**src/rtl/crc_pkg.sv**
```systemverilog
// Shared types and helpers for the bit-serial CRC engine: FSM state encoding,
// bit reversal and common polynomial presets.
package crc_pkg;

  typedef enum logic [1:0] {
    IDLE  = 2'd0,
    SHIFT = 2'd1,
    DONE  = 2'd2
  } state_t;

  localparam logic [7:0]  CRC8_MAXIM_POLY  = 8'h31;
  localparam logic [15:0] CRC16_CCITT_POLY = 16'h1021;

  // Reverses the low `width` bits of value; bits above width come back as zero.
  function automatic logic [31:0] bit_reverse(input logic [31:0] value, input int width);
    logic [31:0] r;
    for (int i = 0; i < 32; i++) r[i] = value[31-i];
    return r >> (32 - width);
  endfunction

endpackage

```
**src/rtl/crc_step.sv**
```systemverilog
// One-bit CRC update: shifts the register left once and folds in POLY when the
// outgoing MSB differs from the incoming data bit.
module crc_step #(
  parameter int          W    = 8,
  parameter logic [31:0] POLY = 32'h31
) (
  input  logic [W-1:0] i_crc,
  input  logic         i_bit,
  output logic [W-1:0] o_crc_next
);

  logic w_fb;

  assign w_fb       = i_crc[W-1] ^ i_bit;
  assign o_crc_next = {i_crc[W-2:0], 1'b0} ^ (w_fb ? POLY[W-1:0] : '0);

endmodule

```
**src/rtl/crc_serial_engine.sv**
```systemverilog
// Parametrised bit-serial CRC generator/checker with valid/ready word input.
// Define CRC_CHECK_EN to add the crc_ok residue-compare output.
module crc_serial_engine
  import crc_pkg::*;
#(
  parameter int          W         = 8,
  parameter logic [31:0] POLY      = 32'(CRC8_MAXIM_POLY),
  parameter logic [31:0] INIT      = 32'h0,
  parameter logic [31:0] XOROUT    = 32'h0,
  parameter int          DW        = 8,
  parameter bit          LSB_FIRST = 1'b1,
  parameter bit          REFOUT    = 1'b1,
  parameter logic [31:0] RESIDUE   = 32'h0
) (
  input  logic          clk,
  input  logic          rst,
  input  logic          clear,
  input  logic          in_valid,
  output logic          in_ready,
  input  logic [DW-1:0] in_data,
  input  logic          in_last,
  output logic [W-1:0]  crc_out,
  output logic          crc_valid,
  output logic          busy
`ifdef CRC_CHECK_EN
  ,
  output logic          crc_ok
`endif
);

  localparam int             BCW      = (DW > 1) ? $clog2(DW) : 1;
  localparam logic [BCW-1:0] LAST_BIT = BCW'(DW - 1);

  state_t         r_state, w_state_next;
  logic [DW-1:0]  r_buf;
  logic           r_last;
  logic [BCW-1:0] r_bitcnt;
  logic [W-1:0]   r_crc, w_crc_next, w_result;
  logic           w_bit, w_done;

  // The shift buffer is shifted toward the tap, so the next bit is always at a fixed end.
  assign w_bit    = LSB_FIRST ? r_buf[0] : r_buf[DW-1];
  assign w_done   = (r_state == DONE) && !clear;
  assign w_result = (REFOUT ? W'(bit_reverse(32'(r_crc), W)) : r_crc) ^ XOROUT[W-1:0];

  crc_step #(.W(W), .POLY(POLY)) u_step (
    .i_crc      (r_crc),
    .i_bit      (w_bit),
    .o_crc_next (w_crc_next)
  );

  // NOTE: sequential state uses non-blocking assignments so every register samples pre-edge values.
  always_ff @(posedge clk or posedge rst) begin
    if (rst) r_state <= IDLE;
    else     r_state <= w_state_next;
  end

  // NOTE: default assignment first so no path leaves w_state_next unassigned (no latch).
  always_comb begin
    w_state_next = r_state;
    if (clear) begin
      w_state_next = IDLE;
    end else begin
      case (r_state)
        IDLE:    if (in_valid) w_state_next = SHIFT;
        SHIFT:   if (r_bitcnt == LAST_BIT) w_state_next = r_last ? DONE : IDLE;
        DONE:    w_state_next = IDLE;
        default: w_state_next = IDLE;
      endcase
    end
  end

  always_comb begin
    in_ready = (r_state == IDLE);
    busy     = (r_state != IDLE);
  end

  always_ff @(posedge clk or posedge rst) begin
    if (rst) begin
      r_buf    <= '0;
      r_last   <= 1'b0;
      r_bitcnt <= '0;
      r_crc    <= INIT[W-1:0];
    end else if (clear) begin
      r_buf    <= '0;
      r_last   <= 1'b0;
      r_bitcnt <= '0;
      r_crc    <= INIT[W-1:0];
    end else begin
      case (r_state)
        IDLE: if (in_valid) begin
          r_buf    <= in_data;
          r_last   <= in_last;
          r_bitcnt <= '0;
        end
        SHIFT: begin
          r_crc    <= w_crc_next;
          r_bitcnt <= r_bitcnt + 1'b1;
          r_buf    <= LSB_FIRST ? (r_buf >> 1) : (r_buf << 1);
        end
        DONE:    r_crc <= INIT[W-1:0];
        default: ;
      endcase
    end
  end

  // crc_out is held across clear; only a completed frame replaces it.
  always_ff @(posedge clk or posedge rst) begin
    if (rst) begin
      crc_out   <= '0;
      crc_valid <= 1'b0;
    end else begin
      crc_valid <= w_done;
      if (w_done) crc_out <= w_result;
    end
  end

`ifdef CRC_CHECK_EN
  always_ff @(posedge clk or posedge rst) begin
    if (rst) crc_ok <= 1'b0;
    else     crc_ok <= w_done && (r_crc == RESIDUE[W-1:0]);
  end
`endif

endmodule

```
**config.mk**
```make
export PLATFORM = sky130hd
export DESIGN_NAME = crc_serial_engine
export DESIGN_NICKNAME = d
export VERILOG_FILES = /design/src/rtl/crc_pkg.sv /design/src/rtl/crc_step.sv /design/src/rtl/crc_serial_engine.sv
export SDC_FILE = /design/constraint.sdc
export NUM_CORES = 1
export LEC_CHECK = 0
export CAP_MARGIN = 30
export CELL_PAD_IN_SITES_DETAIL_PLACEMENT = 1
export CELL_PAD_IN_SITES_GLOBAL_PLACEMENT = 2
export CORE_UTILIZATION = 36
export CTS_BUF_LIST = sky130_fd_sc_hd__clkbuf_4
export DETAILED_ROUTE_END_ITERATION = 8
export GPL_ROUTABILITY_DRIVEN = 0
export GPL_TIMING_DRIVEN = 0
export PLACE_DENSITY_LB_ADDON = 0.1
export REMOVE_ABC_BUFFERS = 1
export SKIP_LAST_GASP = 1
export SLEW_MARGIN = 15
export SYNTH_ARGS = -nofsm -noshare
export SYNTH_HDL_FRONTEND = slang
export SYNTH_HIERARCHICAL = 1
export SYNTH_SLANG_ARGS = --single-unit
```
**constraint.sdc**
```tcl
create_clock -name clk -period 2.04 [get_ports clk]
set_clock_uncertainty 0.1 [all_clocks]
set_input_delay 0.204 -clock clk [delete_from_list [all_inputs] [get_ports clk]]
set_output_delay 0.204 -clock clk [all_outputs]
set_load 0.05 [all_outputs]
```
==> impl_summary.log <==
[metrics] run status: finished clean
[metrics] number of nets with antenna violations after detailed routing: 0
[metrics] accumulated negative setup slack: 0 ns
[metrics] area share of fa/ha/maj cells after synthesis: about 1.7%
[metrics] register cell area after layout: 776 µm²
[metrics] DRC marker count from the first detailed-route iteration: 60
[metrics] fraction of synthesized area in multiplexers: under 10%
[metrics] Post-Layout Cell Count: between 150 and 200
[metrics] clock latency on the worst-skew pair: 0.34 ns
[metrics] critical path required time: 1.74 ns
[metrics] post-synthesis instance area: 1460 µm²
[metrics] critical path arrival: about 1.5 ns
[metrics] hold-fix buffers at CTS: 0
[metrics] biggest cell delay along the critical path: approximately 0.81 ns
[metrics] most frequently used flop master after synthesis: sky130_fd_sc_hd__dfrtp_1
[metrics] Top delay family on crit path: buffers and inverters
[metrics] Final period util: between 80% and 90%
[metrics] aggregate routed wire length: ~2800 µm
[metrics] clock tree root buffer cell: sky130_fd_sc_hd__clkbuf_4
[metrics] placed instance area: between 1500 and 2000 µm²
[metrics] Final setup violation count: 0
[metrics] leakage component of the power: between 0.0007 and 0.0008 µW
[metrics] Tmin final: around 1.8 ns
[metrics] EDFF count, synth: 0
[metrics] count of final hold-check violations: 0
[metrics] number of vias in the routed layout: 967
[metrics] kind of path behind the tightest hold check: in2async
[metrics] most used cells in the layout excluding fill and tap cells: sky130_fd_sc_hd__dfrtp_1, sky130_fd_sc_hd__clkdlybuf4s50_1, sky130_fd_sc_hd__nor2_1
[metrics] leading cell type in the layout, fill and taps excluded: sky130_fd_sc_hd__dfrtp_1
[metrics] start-to-end type of the worst setup path: reg2out
[metrics] Total Die Area: approximately 4300 µm²
[metrics] max frequency: 556 MHz
[metrics] CP startpoint: crc_out[6]
[metrics] worst hold slack: between 0.15 and 0.2 ns
[metrics] Remaining Overflow, GRT: 0
[metrics] area taken by multi-input logic gates: around 560 µm²
[metrics] share of synthesized cell area in and, or, nand and nor gates: 9.70%
[metrics] critical path depth: 1
[metrics] post-synthesis share of cell area spent on xor and xnor gates: under 10%
[metrics] wire length per cell: 15.1 µm
[metrics] Inserted Clock Buffers: 5
[metrics] placed cell count: 179
[metrics] worst voltage drop across the vdd grid: 0.351 mV
[metrics] clock transition at the registers of the reported paths: 0.09 ns
[metrics] Antenna diodes: 0
[metrics] mean post-synth cell area: about 12 µm²
[metrics] worst flop-to-flop path startpoint: r_state[0]
[metrics] die width: ~66 µm
[metrics] GRT Total Usage: 16.3%
[metrics] initial standard-cell utilization of the core: 38.7%
[metrics] floorplan die height: 65.6 µm
[metrics] fin nets: around 160
[metrics] H-tree depth reported by CTS: 2
[metrics] post-synthesis cell type count: 27
[metrics] clk sinks: 31
[metrics] areal power density over the cells: between 600 and 700 nW/µm²
[metrics] type of origin of the critical path: flip-flop
[metrics] Power, Total: 1170 µW
[metrics] first-pass GRT wire length: 5050 µm
[metrics] worst-path cell with the longest stage delay: sky130_fd_sc_hd__clkdlybuf4s50_1
[metrics] TritonCTS clock tree: built
[metrics] Top-Level Pins: 24
[metrics] synthesis-to-layout area growth: 17.3%
[metrics] unrepaired setup endpoints after global routing: no
[metrics] largest net degree at the start of global routing: 32
[metrics] compound-gate portion of the synthesized area: between 10% and 20%
[metrics] biggest fanout along the worst timing path: 2
[metrics] dpl hpwl: about 1800 µm
[metrics] cells after synthesis: about 120
[metrics] post-route cell area: 1710 µm²
[metrics] Async SR Flop Fraction: 100%
[metrics] combinational family with the most area after synthesis: compound AO/OA/AOI/OAI gates
[metrics] buffers plus inverters on the worst setup path: 1
[metrics] site row count: 22
[metrics] detailed-routing iteration count for the pre-antenna-repair pass: 4
[metrics] number of cells on the worst reg-to-reg path: 3
[metrics] number of warnings reported in the yosys synthesis log: 6
[metrics] Pins Over Slew Limit: 0
[metrics] port buffer count: 23
[metrics] placeable core area: around 3800 µm²
[metrics] Yosys reg bits: 31
[metrics] Relative slew margins: between 50% and 60%
[metrics] part of the Yosys area used for sequential elements: around 53%
[metrics] vias in the first global route: 1063
[metrics] destination of the worst register-to-register timing path: r_buf[1]
[metrics] register-to-register path setup slack: roughly 0.45 ns
[metrics] fill cell count: between 400 and 500
[metrics] fraction of layout cells with a size suffix above 1: about 17%
[metrics] nature of the critical path endpoint: output port
[metrics] worst setup path end: crc_out[6]
[metrics] number of antenna violations at the first check in global routing: 0
[metrics] max-capacitance violation count: 0
[metrics] CTS Buffer Depth: 2
[metrics] Vias per Instance: about 5.2
[metrics] DRC violations left: 0
[metrics] cells along the critical path: clkdlybuf4s50_1
[metrics] slew at the pin with the worst max-slew slack: 0.652 ns
## synth_stat cells, drive strengths merged, types with 2 or more instances
library cell / instances / area share (%)
a22oi: 10 / 5.2
xor3: 2 / 3.3
nand2: 2 / 0.52
clkbuf: 2 / 0.52
nor2b: 4 / 2.2
inv: 7 / 1.8
mux2: 8 / 6.2
nand3: 2 / 0.69
mux2i: 2 / 1.4
nor2: 18 / 4.6
ha: 2 / 1.7
a21oi: 6 / 2.1
buf: 12 / 6.9
dfrtp: 31 / 53
o221a: 4 / 3.1
a2111oi: 3 / 2.7
## logic make-up after synthesis
| logic type | Yosys count |
|---|---|
| AOI/OAI and AO/OA | 25 |
| DFF | 31 |
| muxes | 10 |
| buffers and inverters | 21 |
| xor gates and xnor gates | 4 |
| adders and majority gates | 2 |
| and+or+nand+nor | 29 |
## stage by stage
step / setup slack [ns] / util, %
after CTS: 0.0320 / 45.1
after global routing: 0.181 / 45.3
after detailed placement: -0.583 / 43.6
after global placement: -1.04 / 43.5
after floorplan: 0.0313 / -
final: 0.241 / 45.3
## how the worst min path moves through the flow
stage | start | endpoint | slack, ns
floorplan | clear | r_buf[1] | 0.17
global placement | crc_out[1] | crc_out[1] | 0.39
detailed placement | crc_out[7] | crc_out[7] | 0.40
CTS | rst | crc_out[6] | 0.19
global route | rst | crc_out[6] | 0.25
finish | rst | crc_out[6] | 0.17
## where the power goes
| part | switching [µW] | internal [µW] |
|---|---|---|
| logic | 100 | 79.0 |
| registers | 19.1 | 640 |
| clock network | 200 | 136 |
| total | 319 | 855 |
## cell type report
class,instances,area share [%]
Sequential cell,31,45.4
Multi-Input combinational cell,70,32.7
Inverter,7,1.54
Clock buffer,6,2.64
Timing Repair Buffer,25,14.2
Tap cell,48,3.51
## state kept, by name, indices dropped and copies added, names as in the netlist
register   flops
r_last         1
r_bitcnt       3
r_state        2
r_buf          8
crc_out        8
r_crc          8
crc_valid      1
## layer usage
| metal | share of wire (%) | track usage [%] | up-vias |
|---|---|---|---|
| li1 | - | - | 457 |
| met1 | 50 | 21.3 | 480 |
| met2 | 44 | 23.7 | 23 |
| met3 | 3.9 | 4.17 | 7 |
| met4 | 2.8 | 10.6 | 0 |
| met5 | 0 | 0 | - |
## timing repair
| item | 4_1_cts | 5_1_grt |
|---|---|---|
| gates resized for setup | 3 | 4 |
| gates cloned | 0 | 0 |
| buffers inserted | 1 | 0 |
| endpoints found under the hold margin | 0 | 0 |
| endpoints found under the setup margin | 10 | 2 |
Note: power is estimated with default switching activity, not from simulation.
==> edit, RTL diff (config.mk and constraints unchanged) <==
Set the parameter `DW` to 16 (it was 8).
--- a/src/rtl/crc_serial_engine.sv
+++ b/src/rtl/crc_serial_engine.sv
@@ -7,7 +7,7 @@
   parameter logic [31:0] POLY      = 32'(CRC8_MAXIM_POLY),
   parameter logic [31:0] INIT      = 32'h0,
   parameter logic [31:0] XOROUT    = 32'h0,
-  parameter int          DW        = 8,
+  parameter int          DW        = 16,
   parameter bit          LSB_FIRST = 1'b1,
   parameter bit          REFOUT    = 1'b1,
   parameter logic [31:0] RESIDUE   = 32'h0
Interface: changed (resized in_data); port bits go from 24 to 32. No check against the original RTL was run, so the function may have changed too.
==> edit against the original RTL <==
  * Sequential cell count increased by 9
  * Core utilization increased by 0.90 points
  * Clock power increased by 13%
  * Wire length increased by 39%
  * Largest power group unchanged
  * Total power increased by 23%
  * Via count increased by 32%
  * Worst setup slack got worse by 0.15 ns
  * Global-route usage decreased by 1.5 points
  * First-iteration DRC count decreased by 30%
  * Largest cell class unchanged
  * Design area increased by 41%
  * Synthesized area increased by 35%
==> edit: results (changes against the original RTL) <==
- area share of fa/ha/maj cells after synthesis: 0.635%, -1.1 points
- Register-to-Register Setup Slack: 0.17 ns, -0.28 ns
- Min Hold Slack: 0.314 ns, +0.144 ns
- WL final: 3930 µm, +39%
- Post-layout nets: 199, +28%
- insertion delay to the later sink of the worst-skew pair: 0.36 ns, +0.02 ns
- routed wl met3: 108 µm, -0.92%
- final critical-path share of the clock period: 95.6%, +7.4 points
- result of the run: finished clean
- hold crit path type: primary input to flip-flop
- pre-CTS setup slack: -0.384 ns, +0.200 ns
- number of buffers added on ports: 31, +35%
- Final HPWL DP: 2630 µm, +42%
- placement-stage cell area: 2300 µm², +40%
- First DRT Iteration DRCs: 42, -30%
- count of unique library cells instantiated by Yosys: 29, +7.4%
- Critical Path Fanout Max: 15, +13
- worst ir drop on vdd: 0.315 mV, -10%
- non-filler cells in the finished layout: 248, +33%
- DRT met1 WL: 1750 µm, +24%
- number of global-route vias before repair: 1410, +33%
- pin count of the biggest net entering global routing: 34, +6.3%
- registers with the most flip-flops: r_buf x16, crc_out x8, r_crc x8
- worst setup path endpoint: busy
- xor/xnor cell area share of the yosys netlist: 3.30%, -1.2 points
- biggest area contributors in the synthesized netlist: dfrtp_1, mux2_2, mux2i_1
- clock-pin slew reported for the worst setup and hold paths after clock tree synthesis: 0.12 ns, +0.03 ns
- Vias/cell: 5.13, -0.81%
- largest stage delay on the critical path: 0.59 ns, -0.22 ns
- GR Util met1: 17.9%, -3.5 points
[edit: what timing repair did]
item,in CTS,in global routing
gates resized for setup,6,3
pin swaps,0,1
setup buffers,0,4
endpoints found under the hold margin,7,0
endpoints found under the setup margin,4,10
hold buffers,1,0
[edit: power by group]
group          switching, W  internal, W  total (W)
clock network      0.000254     0.000126   0.000381
logic              0.000101     0.000110   0.000211
registers         0.0000316     0.000824   0.000856
total              0.000387      0.00106    0.00145
[edit: area by class of cell]
| class | count | area share, % |
|---|---|---|
| sequential | 40 | 41.7 |
| multi-input combinational | 90 | 36.5 |
| timing repair buffer | 38 | 15.8 |
| tap | 70 | 3.64 |
| clock buffer | 5 | 1.56 |
| clock inverter | 3 | 0.572 |
| inverter | 2 | 0.312 |
[edit: worst max-delay path, delay by kind of cell (launching register included)]
family,cells,cell delay [ns]
buffers and inverters,2,0.59
AND/OR/NAND/NOR,1,0.11
flip-flops,1,0.59
